--- config.mk ---
export PLATFORM = sky130hd
export DESIGN_NAME = spi_slave
export DESIGN_NICKNAME = d
export VERILOG_FILES = /design/src/rtl/spi_pkg.sv /design/src/rtl/spi_sync_edge.sv /design/src/rtl/spi_slave.sv
export SDC_FILE = /design/constraint.sdc
export NUM_CORES = 1
export LEC_CHECK = 0
export CORE_MARGIN = 5
export CORE_UTILIZATION = 40
export DETAILED_ROUTE_END_ITERATION = 7
export SLEW_MARGIN = 10
export SYNTH_ARGS = -nofsm -noshare
export SYNTH_HDL_FRONTEND = slang
export SYNTH_SLANG_ARGS = --single-unit
--- constraint.sdc ---
create_clock -name clk -period 2 [get_ports clk]
set_input_delay 0.4 -clock clk [delete_from_list [all_inputs] [get_ports clk]]
set_output_delay 0.4 -clock clk [all_outputs]
set_load 0.02 [all_outputs]
--- src/rtl/spi_pkg.sv ---
// Shared definitions for the SPI slave: cfg bit positions, FSM state encoding
// and the default word width.
package spi_pkg;

  localparam int CFG_DIR  = 0;
  localparam int CFG_CPOL = 1;
  localparam int CFG_CPHA = 2;

  localparam int DEFAULT_DATA_WIDTH = 8;

  typedef enum logic [1:0] {
    IDLE  = 2'd0,
    SHIFT = 2'd1,
    DONE  = 2'd2
  } state_t;

endpackage

--- src/rtl/spi_sync_edge.sv ---
// Multi-flop synchroniser for one asynchronous SPI pin, plus a registered level
// and one-cycle rise/fall pulses that are aligned with that level.
module spi_sync_edge #(
  parameter int SYNC_STAGES = 2
) (
  input  logic clk,
  input  logic rst_n,
  input  logic i_d,
  output logic o_q,
  output logic o_rise,
  output logic o_fall
);

  logic [SYNC_STAGES-1:0] r_sync;
  logic                   r_prev;
  logic                   r_rise;
  logic                   r_fall;

  // The pulses update on the same edge as r_prev, so o_q and o_rise/o_fall describe the same pin sample.
  always_ff @(posedge clk or negedge rst_n) begin
    if (!rst_n) begin
      r_sync <= '0;
      r_prev <= 1'b0;
      r_rise <= 1'b0;
      r_fall <= 1'b0;
    end else begin
      r_sync <= {r_sync[SYNC_STAGES-2:0], i_d};
      r_prev <= r_sync[SYNC_STAGES-1];
      r_rise <= r_sync[SYNC_STAGES-1] & ~r_prev;
      r_fall <= ~r_sync[SYNC_STAGES-1] & r_prev;
    end
  end

  assign o_q    = r_prev;
  assign o_rise = r_rise;
  assign o_fall = r_fall;

endmodule

--- src/rtl/spi_slave.sv ---
// Oversampling SPI slave: receives words with a valid/ack handshake and returns a preloaded word on miso.
// Define SPI_SLAVE_ERR_CNT_EN to add the saturating o_err_cnt output.
module spi_slave
  import spi_pkg::*;
#(
  parameter int DATA_WIDTH  = DEFAULT_DATA_WIDTH,
  parameter int CNT_WIDTH   = 4,
  parameter int SYNC_STAGES = 2
) (
  input  logic                  clk,
  input  logic                  rst_n,
  input  logic [2:0]            i_cfg,
  input  logic                  i_sclk,
  input  logic                  i_mosi,
  input  logic                  i_ss,
  output logic                  o_miso,
  input  logic [DATA_WIDTH-1:0] i_tx_data,
  input  logic                  i_tx_req,
  output logic                  o_tx_ack,
  output logic [DATA_WIDTH-1:0] o_rx_data,
  output logic                  o_rx_valid,
  input  logic                  i_rx_ack,
  output logic                  o_overrun
`ifdef SPI_SLAVE_ERR_CNT_EN
  ,
  output logic [7:0]            o_err_cnt
`endif
);

  logic w_sclk_q, w_sclk_rise, w_sclk_fall;
  logic w_mosi, w_mosi_rise, w_mosi_fall;
  logic w_ss, w_ss_rise, w_ss_fall;

  spi_sync_edge #(.SYNC_STAGES(SYNC_STAGES)) u_sync_sclk (
    .clk(clk), .rst_n(rst_n), .i_d(i_sclk),
    .o_q(w_sclk_q), .o_rise(w_sclk_rise), .o_fall(w_sclk_fall)
  );

  spi_sync_edge #(.SYNC_STAGES(SYNC_STAGES)) u_sync_mosi (
    .clk(clk), .rst_n(rst_n), .i_d(i_mosi),
    .o_q(w_mosi), .o_rise(w_mosi_rise), .o_fall(w_mosi_fall)
  );

  spi_sync_edge #(.SYNC_STAGES(SYNC_STAGES)) u_sync_ss (
    .clk(clk), .rst_n(rst_n), .i_d(i_ss),
    .o_q(w_ss), .o_rise(w_ss_rise), .o_fall(w_ss_fall)
  );

  logic w_unused;
  assign w_unused = &{1'b0, w_sclk_q, w_mosi_rise, w_mosi_fall};

  state_t                r_state;
  logic [2:0]            r_cfg;
  logic [DATA_WIDTH-1:0] r_hold;
  logic [DATA_WIDTH-1:0] r_tx_sh;
  logic [DATA_WIDTH-1:0] r_rx_sh;
  logic [CNT_WIDTH-1:0]  r_cnt;
  logic                  r_skip;
  logic                  r_miso;
  logic                  r_tx_ack;
  logic [DATA_WIDTH-1:0] r_rx_data;
  logic                  r_rx_valid;
  logic                  r_overrun;

  logic                  w_lead, w_trail;
  logic                  w_sample_edge, w_shift_edge;
  logic [DATA_WIDTH-1:0] w_rx_next;
  logic [DATA_WIDTH-1:0] w_tx_adv;
  logic [CNT_WIDTH-1:0]  w_cnt_inc;
  logic                  w_abort_evt;
  logic                  w_overrun_evt;

  function automatic logic first_bit(input logic [DATA_WIDTH-1:0] word, input logic dir);
    return dir ? word[DATA_WIDTH-1] : word[0];
  endfunction

  assign w_lead        = r_cfg[CFG_CPOL] ? w_sclk_fall : w_sclk_rise;
  assign w_trail       = r_cfg[CFG_CPOL] ? w_sclk_rise : w_sclk_fall;
  assign w_sample_edge = r_cfg[CFG_CPHA] ? w_trail : w_lead;
  assign w_shift_edge  = r_cfg[CFG_CPHA] ? w_lead : w_trail;

  assign w_rx_next = r_cfg[CFG_DIR] ? {r_rx_sh[DATA_WIDTH-2:0], w_mosi}
                                    : {w_mosi, r_rx_sh[DATA_WIDTH-1:1]};
  assign w_tx_adv  = r_cfg[CFG_DIR] ? {r_tx_sh[DATA_WIDTH-2:0], 1'b0}
                                    : {1'b0, r_tx_sh[DATA_WIDTH-1:1]};
  assign w_cnt_inc = r_cnt + 1'b1;

  // ss dropping right after a completed word (no bits of the next one yet) is a normal frame end, not an abort.
  assign w_abort_evt   = (r_state == SHIFT) && w_ss_fall && (r_cnt != '0);
  assign w_overrun_evt = (r_state == DONE) && r_rx_valid && !i_rx_ack;

  always_ff @(posedge clk or negedge rst_n) begin
    if (!rst_n) begin
      r_tx_ack <= 1'b0;
      r_hold   <= '0;
    end else if (i_tx_req && !r_tx_ack) begin
      r_tx_ack <= 1'b1;
      r_hold   <= i_tx_data;
    end else begin
      r_tx_ack <= 1'b0;
    end
  end

  // r_skip swallows the one shift edge per word that would otherwise advance past the freshly loaded first bit.
  always_ff @(posedge clk or negedge rst_n) begin
    if (!rst_n) begin
      r_state    <= IDLE;
      r_cfg      <= '0;
      r_tx_sh    <= '0;
      r_rx_sh    <= '0;
      r_cnt      <= '0;
      r_skip     <= 1'b0;
      r_miso     <= 1'b0;
      r_rx_data  <= '0;
      r_rx_valid <= 1'b0;
      r_overrun  <= 1'b0;
    end else begin
      if (i_rx_ack && r_rx_valid) begin
        r_rx_valid <= 1'b0;
      end
      case (r_state)
        IDLE: begin
          r_miso <= first_bit(r_hold, i_cfg[CFG_DIR]);
          if (w_ss_rise) begin
            r_cfg   <= i_cfg;
            r_tx_sh <= r_hold;
            r_rx_sh <= '0;
            r_cnt   <= '0;
            r_skip  <= i_cfg[CFG_CPHA];
            r_state <= SHIFT;
          end
        end
        SHIFT: begin
          if (w_ss_fall) begin
            r_state <= IDLE;
          end else if (w_sample_edge) begin
            r_rx_sh <= w_rx_next;
            r_cnt   <= w_cnt_inc;
            if (w_cnt_inc == CNT_WIDTH'(DATA_WIDTH)) begin
              r_state <= DONE;
            end
          end else if (w_shift_edge) begin
            if (r_skip) begin
              r_skip <= 1'b0;
            end else begin
              r_tx_sh <= w_tx_adv;
              r_miso  <= first_bit(w_tx_adv, r_cfg[CFG_DIR]);
            end
          end
        end
        DONE: begin
          r_rx_data  <= r_rx_sh;
          r_rx_valid <= 1'b1;
          r_cnt      <= '0;
          if (w_overrun_evt) begin
            r_overrun <= 1'b1;
          end
          if (w_ss) begin
            r_tx_sh <= r_hold;
            r_rx_sh <= '0;
            r_skip  <= 1'b1;
            r_miso  <= first_bit(r_hold, r_cfg[CFG_DIR]);
            r_state <= SHIFT;
          end else begin
            r_state <= IDLE;
          end
        end
        default: r_state <= IDLE;
      endcase
    end
  end

`ifdef SPI_SLAVE_ERR_CNT_EN
  logic [7:0] r_err_cnt;

  always_ff @(posedge clk or negedge rst_n) begin
    if (!rst_n) begin
      r_err_cnt <= '0;
    end else if ((w_overrun_evt || w_abort_evt) && (r_err_cnt != 8'hFF)) begin
      r_err_cnt <= r_err_cnt + 8'd1;
    end
  end

  assign o_err_cnt = r_err_cnt;
`endif

  assign o_miso     = r_miso;
  assign o_tx_ack   = r_tx_ack;
  assign o_rx_data  = r_rx_data;
  assign o_rx_valid = r_rx_valid;
  assign o_overrun  = r_overrun;

endmodule

# --- After elaboration in Yosys (flattened, before gate mapping) ---
# Cells that the tools add are included.
totals:
  inputBits: 18
  wordCells: 106
  output_inout_bits: 12
  ff_bits: 59
op_classes:
  n_eq_ne: 12
  n_addsub: 1
  n_reduce_logical: 17
  n_bitwise: 8
  muxes: 46
op_table:
  columns: ["op", "n"]
  rows:
  - ["2-to-1 mux 8 bit", 12]
  - ["case mux 8 bit (3 select lines)", 2]
  - ["2-to-1 mux 1 bit", 21]
  - ["2-to-1 mux 4 bit", 3]
  - ["case mux 4 bit (3 select lines)", 1]
  - ["AND reduction 6 bit", 2]
  - ["!= test 2 bit (second input constant)", 5]
  - ["2-to-1 mux 2 bit", 4]
  - ["AND reduction 7 bit", 1]
  - ["case mux 1 bit (3 select lines)", 2]
  - ["case mux 2 bit (3 select lines)", 1]
  - ["AND reduction 5 bit", 1]
  - ["adder 4 x 1 -> 4 bit (second input constant)", 1]
  - ["bitwise AND 1 bit", 4]
  - ["== test 4 bit (second input constant)", 1]
  - ["logical AND 1 bit", 4]
  - ["!= test 2 x 1 -> 1 bit (second input constant)", 2]
  - ["inverter 1 bit", 4]
  - ["AND reduction 2 bit", 2]
  - ["AND reduction 4 bit", 1]
  - ["!= test 3 x 1 -> 1 bit (second input constant)", 1]
  - ["!= test 3 x 2 -> 1 bit (second input constant)", 1]
  - ["AND reduction 3 bit", 1]
  - ["nonzero test 3 bit", 1]
  - ["other kinds (5)", 6]

# --- Longest topological paths before layout ---
depth:
  depth_word: 7
  ltp_mapped: 7
  depth_no_buf: 6

# --- Modules after synthesis ---
# Synthesis repeated with hierarchy kept, for this count alone.
hier_totals:
  cells_unflattened: 256
  hier_area_um2: 2882.8
modules_own_cells:
  columns: ["module", "n_inst", "seq_area_each_um2", "cells_each", "area_each_um2"]
  rows:
  - ["spi_slave", 1, 1151.1, 235, 2462.4]
  - ["spi_sync_edge", 3, 125.1, 7, 140.1]

# --- Worst setup path before layout ---
# Ideal clock, no wire load.
synth_timing:
  kind: "register to register"
  startpoint: "register r_state[1]"
  endpoint: "register r_tx_sh[0]"
  path_stages_with_launch: 8
  t_required_ns: 1.875
  setup_time_ns: 0.125
  t_arrival_ns: 1.649
  n_path_buf: 1
  path_slack_ns: 0.226
  synth_period_minus_slack_ns: 1.774
  path_cell_list: "dfrtp_1 > inv_1 > ha_1 > buf_2 > or3_1 > nand4_1 > a21oi_4 > mux2_2"
synth_between:
  elab_chain_len: 3
  elab_cells_between_ends: 12
  cone_classes: "eq/ne (8); mux (1); reduce/logical (3)"
synth_rtl:
  columns: ["item", "line", "text"]
  rows:
  - ["start: declaration", "spi_slave.sv:52", "state_t r_state;"]
  - ["start signal: assignment", "spi_slave.sv:107", "r_state <= IDLE;"]
  - ["start signal: assignment", "spi_slave.sv:130", "r_state <= SHIFT;"]
  - ["start signal: assignment", "spi_slave.sv:135", "r_state <= IDLE;"]
  - ["== test 2 bit, or another cell as far along", "spi_slave.sv:121", "case (r_state)"]
  - ["!= test 2 x 1 -> 1 bit (no source line), or another cell as far along", null, null]
  - ["AND reduction 7 bit (no source line)", null, null]
  - ["end signal: assignment", "spi_slave.sv:126", "r_tx_sh <= r_hold;"]
  - ["end signal: assignment", "spi_slave.sv:146", "r_tx_sh <= w_tx_adv;"]
  - ["end signal: assignment", "spi_slave.sv:159", "r_tx_sh <= r_hold;"]
  - ["end: declaration", "spi_slave.sv:55", "logic [DATA_WIDTH-1:0] r_tx_sh;"]
# Several ways; a longest one is shown, not always the timed one.
# A chain may end at the register's enable or synchronous reset.

# --- Worst setup path in the final report ---
layout_timing:
  startpoint: "register r_state[0]"
  endpoint: "register r_tx_sh[2]"
# Same word-level chain as after synthesis.

==> flow_metrics.env <==
export IMPL_p_leak_uw=0.00152
export IMPL_drc=0
export IMPL_die_w_um=94.1
export IMPL_grt_max_degree=60
export IMPL_wl_per_cell_um=14.2
export IMPL_r2r_start="r_state[0]$_DFFE_PN0P_"
export IMPL_drtAntennaViolNets=0
export IMPL_fillers=636
export IMPL_ir_drop_uv=512
export IMPL_outcome="finished clean"
export IMPL_synth_area_top_cells="dfrtp_1, mux2_2, mux2i_1"
export IMPL_area_delta_synth_final_pct=22.9
export IMPL_reg2reg_slack_ns=0.12
export IMPL_antenna_found_initial=0
export IMPL_holdWs_ns=0.0337
export IMPL_worst_pin_slew_ns=0.359
export IMPL_timing_setup_tns_ns=0
export IMPL_synth_top_area_share=0.522
export IMPL_htree_levels=3
export IMPL_clock_skew_final_ns=0.00727
export IMPL_timing_final_hold_violations=0
export IMPL_drt_vias_per_instance=5.13
export IMPL_drt_iter0_drc=83
export IMPL_arrival_ns=2.11
export IMPL_grt_pass1_wl_um=9160
export IMPL_dp_hpwl_um=3650
export IMPL_grt_setup_unrepaired="false"
export IMPL_synth_edf_count=0
export IMPL_p_total_uw=4240
export IMPL_synthArstFlopShare=1.00
export IMPL_regToRegEndpoint="r_tx_sh[2]$_DFFE_PN0P_"
export IMPL_ys_seq_area_frac=0.522
export IMPL_slew_headroom=0.754
export IMPL_start_util=0.414
export IMPL_slew_violations=0
export IMPL_reg2reg_depth=6
export IMPL_dieHeight_um=94.1
export IMPL_power_density_nw_per_um2=1220
export IMPL_clockRootBuffer="clkbuf_8"
export IMPL_synthMostInstantiatedCell="dfrtp_1"
export IMPL_fin_crit_ns=1.88
export IMPL_clk_latency_ns=0.34
export IMPL_utilization=0.509
export IMPL_crit_fanout=8
export IMPL_clockBufferDepth=2
export IMPL_routed_wl_um=5440
export IMPL_yosys_warnings=0
export IMPL_core_region_area_um2=6830
export IMPL_synthesis_area_um2=2830
export IMPL_fin_nets=305
export IMPL_antenna_cells=0
export IMPL_hold_buffers=0
export IMPL_synth_commonest_cells="dfrtp_1, mux2_2, nand2_1"
export IMPL_crit_type="reg2reg"
export IMPL_die_area_um2=8860
export IMPL_portBuffers=29
export IMPL_boundaryPins=30
export IMPL_rows=30
export IMPL_cts_sinks=59
export IMPL_cap_violations=0
export IMPL_post_synth_top_area_cell="dfrtp_1"
export IMPL_vias=1964
export IMPL_drive_gt1_frac=0.226
export IMPL_min_delay_path_class="in2async"
export IMPL_path_clk_slew_ns=0.07
export IMPL_ys_types=40
export IMPL_overflow=0
export IMPL_dr_pass1_iters=4
export IMPL_tritoncts="yes"
export IMPL_synthFlopType="dfrtp_1"
export IMPL_startpoint_type="flop"
export IMPL_cp_end_kind="flop"
export IMPL_max_freq_mhz=532
export IMPL_period_share=0.939
export IMPL_grt_pass1_vias=1894
export IMPL_avgSynthCellArea_um2=11.6
export IMPL_synth_cells=244
export IMPL_worstPathRequired_ns=2.23
export IMPL_synth_nets=267
export IMPL_cts_buffers=9
export IMPL_place_gp_congestion=0.749
export IMPL_gr_usage_all_layers=0.135
export IMPL_finalSetupViolCount=0
export IMPL_ys_ff_latch=59
how the worst max path moves through the flow:
stage / from / to / slack, ns / depth (start not counted)
3_5_place_dp: r_state[0]$_DFFE_PN0P_ / r_tx_sh[1]$_DFFE_PN0P_ / 0.12 / 6
3_3_place_gp: r_state[0]$_DFFE_PN0P_ / r_tx_sh[3]$_DFFE_PN0P_ / 0.17 / 6
2_1_floorplan: r_state[1]$_DFFE_PN0P_ / r_tx_sh[0]$_DFFE_PN0P_ / 0.23 / 7
5_1_grt: r_state[0]$_DFFE_PN0P_ / r_tx_sh[1]$_DFFE_PN0P_ / 0.005 / 6
4_1_cts: r_state[0]$_DFFE_PN0P_ / r_tx_sh[2]$_DFFE_PN0P_ / 0.08 / 6
6_report: r_state[0]$_DFFE_PN0P_ / r_tx_sh[2]$_DFFE_PN0P_ / 0.12 / 6
placed cells by master (no fill, tap or decap), types with 5 or more instances in the layout:
| cell | count |
|---|---|
| a21oi_1 | 17 |
| mux2_2 | 31 |
| nor2_1 | 7 |
| nor2b_1 | 6 |
| nor4_1 | 10 |
| clkbuf_8 | 9 |
| nand2_1 | 18 |
| inv_1 | 8 |
| a221o_1 | 9 |
| o21ai_0 | 5 |
| buf_4 | 11 |
| mux2i_1 | 16 |
| dfrtp_1 | 59 |
| clkdlybuf4s50_1 | 28 |
flip-flops by register name, indices dropped and copies added, names as in the netlist, 2 cells and up:
register            flops
o_rx_data               8
r_cfg                   3
r_cnt                   4
r_hold                  8
r_rx_sh                 8
r_state                 2
r_tx_sh                 8
u_sync_mosi.r_sync      2
u_sync_sclk.r_sync      2
u_sync_ss.r_sync        2
power breakdown:
group | internal (µW) | total (µW) | switching, µW
clock | 580 | 1090 | 511
combinational | 753 | 1520 | 770
sequential | 1420 | 1620 | 200
total | 2750 | 4240 | 1480
critical path, cell delays in order (launching register included):
cell     delay (ns)
dfrtp_1        0.42
inv_1          0.09
ha_1           0.21
or3_1          0.15
nand4_1        0.19
a21oi_4        0.32
mux2_2         0.37
routing by layer:
metal / routed length (µm) / GRT usage
met1: 2520 / 0.175
met4: 84 / 0.0481
met3: 263 / 0.0513
met2: 2570 / 0.203
met5: 0 / 0
logic make-up after synthesis:
kind of cell / after synthesis / synth area share
AO/OA/AOI/OAI: 44 / 0.111
multiplexers: 48 / 0.184
AND/OR/NAND/NOR: 63 / 0.118
XOR/XNOR: 3 / 0.0119
flip-flops: 59 / 0.522
adder cells (fa/ha/maj): 5 / 0.0221
buffers and inverters: 22 / 0.0323
layout make-up:
type	count	area, µm²	share of cell area
inverter	8	30.0	0.00863
sequential	59	1480	0.424
multi-input combinational	163	1260	0.364
timing repair buffer	41	388	0.111
clock buffer	9	124	0.0356
tap	96	120	0.0345
clock inverter	7	76.3	0.0219
metrics by stage:
stage	instance area [µm²]	worst slack [ns]	std cells
6_report	3480	0.122	383
5_1_grt	3480	0.00485	383
4_1_cts	3450	0.0796	380
3_5_place_dp	3250	0.119	364
3_3_place_gp	3250	0.173	364
2_1_floorplan	2830	0.226	244
timing repair:
action | CTS | global route
buffers inserted | 0 | 3
gates resized for setup | 0 | 1
setup endpoints to repair | 0 | 8
(Power assumes the default switching activity.)
==> variant: new RTL, same flow settings <==
`DEFAULT_DATA_WIDTH`: 8 -> 6.
--- a/src/rtl/spi_pkg.sv
+++ b/src/rtl/spi_pkg.sv
@@ -7,5 +7,5 @@
   localparam int CFG_CPHA = 2;
 
-  localparam int DEFAULT_DATA_WIDTH = 8;
+  localparam int DEFAULT_DATA_WIDTH = 6;
 
   typedef enum logic [1:0] {
Interface: changed (resized i_tx_data and o_rx_data); port bits go from 30 to 26. The function was not compared with the original's and may differ.
==> variant against the unedited design <==
Synthesized area is 13% lower. Count of clock-buffer cells in the layout is 4 lower. Design area is 15% lower. Setup slack better by 21 ps. Power is 18% lower. Routed wire length is 16% lower. Sequential cell count is 8 lower. Critical endpoint is now r_tx_sh[5]. Highest routed layer unchanged.
==> variant: results (changes against the unedited design) <==
{| class="wikitable"
! Metric !! Value
|-
| Arrival time worst endpoint || 2050 ps (-60 ps)
|-
| Largest stage delay on the critical path || 420 ps (about the same)
|-
| TritonCTS Buffers || 5 (-4)
|-
| Leak || 1.29 nW (-15%)
|-
| DR iter-0 viols || 76 (-8.4%)
|-
| Worst-Margin Slew || 514 ps (+155 ps)
|-
| Overall fraction of global-route tracks in use || 12.7% (-0.77 points)
|-
| Number of standard cells after synthesis || 211 (-14%)
|-
| DRT Wirelength || 4590 µm (-16%)
|-
| VDD IR max || 0.617 mV (+21%)
|-
| Detailed-placement wirelength estimate || 3320 µm (-9.1%)
|-
| Largest net degree at the start of global routing || 31 (-48%)
|-
| Delay-heaviest family, CP || flip-flops
|-
| Type of the most critical hold path || in -> async
|-
| Skew-Pair Late Insertion Delay || 310 ps (-30 ps)
|-
| Synthesized Nets || 233 (-13%)
|-
| Clock Skew || 4.98 ps (-2.30 ps)
|-
| Depth of the CTS H-tree || 2 (-1)
|-
| Deepest clock path buffer count || 2 (unchanged)
|-
| Slowest cell on crit path || sky130_fd_sc_hd__dfrtp_1
|-
| Ranking of synthesized cells by area || sky130_fd_sc_hd__dfrtp_1, sky130_fd_sc_hd__mux2_2, sky130_fd_sc_hd__mux2i_1
|-
| Total cell area at the placement stage || 2830 µm² (-13%)
|-
| Share of cells above drive strength 1 || 21.8% (-0.84 points)
|-
| Via count of the first global-routing pass || 1,611 (-15%)
|-
| Outcome || finished clean
|-
| GPL Wtd Cong || 0.845 (+13%)
|-
| Most frequent cells after synthesis || sky130_fd_sc_hd__dfrtp_1, sky130_fd_sc_hd__mux2_2, sky130_fd_sc_hd__nand2_1
|-
| Via Count || 1,716 (-13%)
|-
| Post-layout nets || 264 (-13%)
|-
| Number of antenna violations at the first check in global routing || 0 (unchanged)
|-
| Sequential element share of the synthesized area || 52.0% (-0.18 points)
|-
| Reg clk slew, reported paths || 100 ps (+30 ps)
|-
| Number of cells in the design after placement || 310 (-15%)
|-
| Global-route wire length before repair || 7720 µm (-16%)
|-
| Maximum fanout along the worst path || 6 (-2)
|-
| Via density per instance || 5.40 (+5.2%)
|-
| Number of buffers inserted by port buffering || 25 (-14%)
|}
## variant: cell types whose count changed in the layout (fill, tap and decap cells not counted), sizes merged, moves of 4 or more
cell | unedited run | this run
a21oi | 18 | 14
mux2i | 16 | 12
clkdlybuf4s50 | 28 | 24
nor4 | 10 | 6
dfrtp | 59 | 51
mux2 | 32 | 26
clkbuf | 9 | 5
## variant: timing repair
item                                    CTS  global route
gates resized for setup                   0             1
setup buffers                             0             0
endpoints found under the setup margin    0             6
hold buffers                              0             0
## variant: worst paths after layout
kind / startpoint / endpoint / slack, ps / cells past startpoint
hold / removal: rst_n / r_cnt[2] / 60 / 1
setup reg to reg: r_state[0] / r_tx_sh[5] / 140 / 6
max in group asynchronous: rst_n / r_tx_sh[5] / 1420 / 2
hold reg to reg: u_sync_ss.r_sync[0] / u_sync_ss.r_sync[1] / 360 / 0
setup / recovery: r_state[0] / r_tx_sh[5] / 140 / 6
min in group clk: u_sync_ss.r_sync[0] / u_sync_ss.r_sync[1] / 360 / 0
## variant: logic make-up (layout without fill, tap and decap cells)
kind of cell             after synthesis  after routing  share of synthesized area [%]
XOR/XNOR                               4              4                           1.73
adder cells (fa/ha/maj)                6              6                           3.06
buffers and inverters                 19             51                           3.36
AO/OA/AOI/OAI                         39             39                           11.2
AND/OR/NAND/NOR                       54             54                           11.7
multiplexers                          38             38                           17.0
flip-flops                            51             51                           52.0
## variant: where the power goes
part | internal, mW | switching, mW | total (mW)
Combinational | 0.651 | 0.646 | 1.30
Clock | 0.377 | 0.356 | 0.733
Sequential | 1.23 | 0.208 | 1.44
## variant: routing by layer
metal	vias to the layer above	share of wire [%]	routed length (µm)	track usage [%]
li1	830	-	-	-
met1	830	46	2110	17.6
met2	46	47	2170	19.6
met3	10	4.8	220	2.98
met4	0	1.7	78	4.40
met5	-	0	0	0
## variant: final cells by class
class | instances | area, µm²
fillers | 546 | 3000
flip-flops and latches | 51 | 1280
multi-input cells | 141 | 1100
repair buffers | 35 | 333
well taps | 75 | 93.8
clock buffers | 5 | 68.8
clock inverters | 3 | 46.3
inverters | 8 | 30.0
## variant: stage by stage
step           total power [mW]  hold WS [ps]  util (%)  worst slack, ps
2_1_floorplan              2.40           104         -              281
3_3_place_gp               2.73           334      47.5              172
3_5_place_dp               2.75           339      47.5              107
4_1_cts                    3.49          81.8      49.4             98.4
5_1_grt                    3.70           109      49.6            0.346
6_report                   3.47          55.7      49.6              143
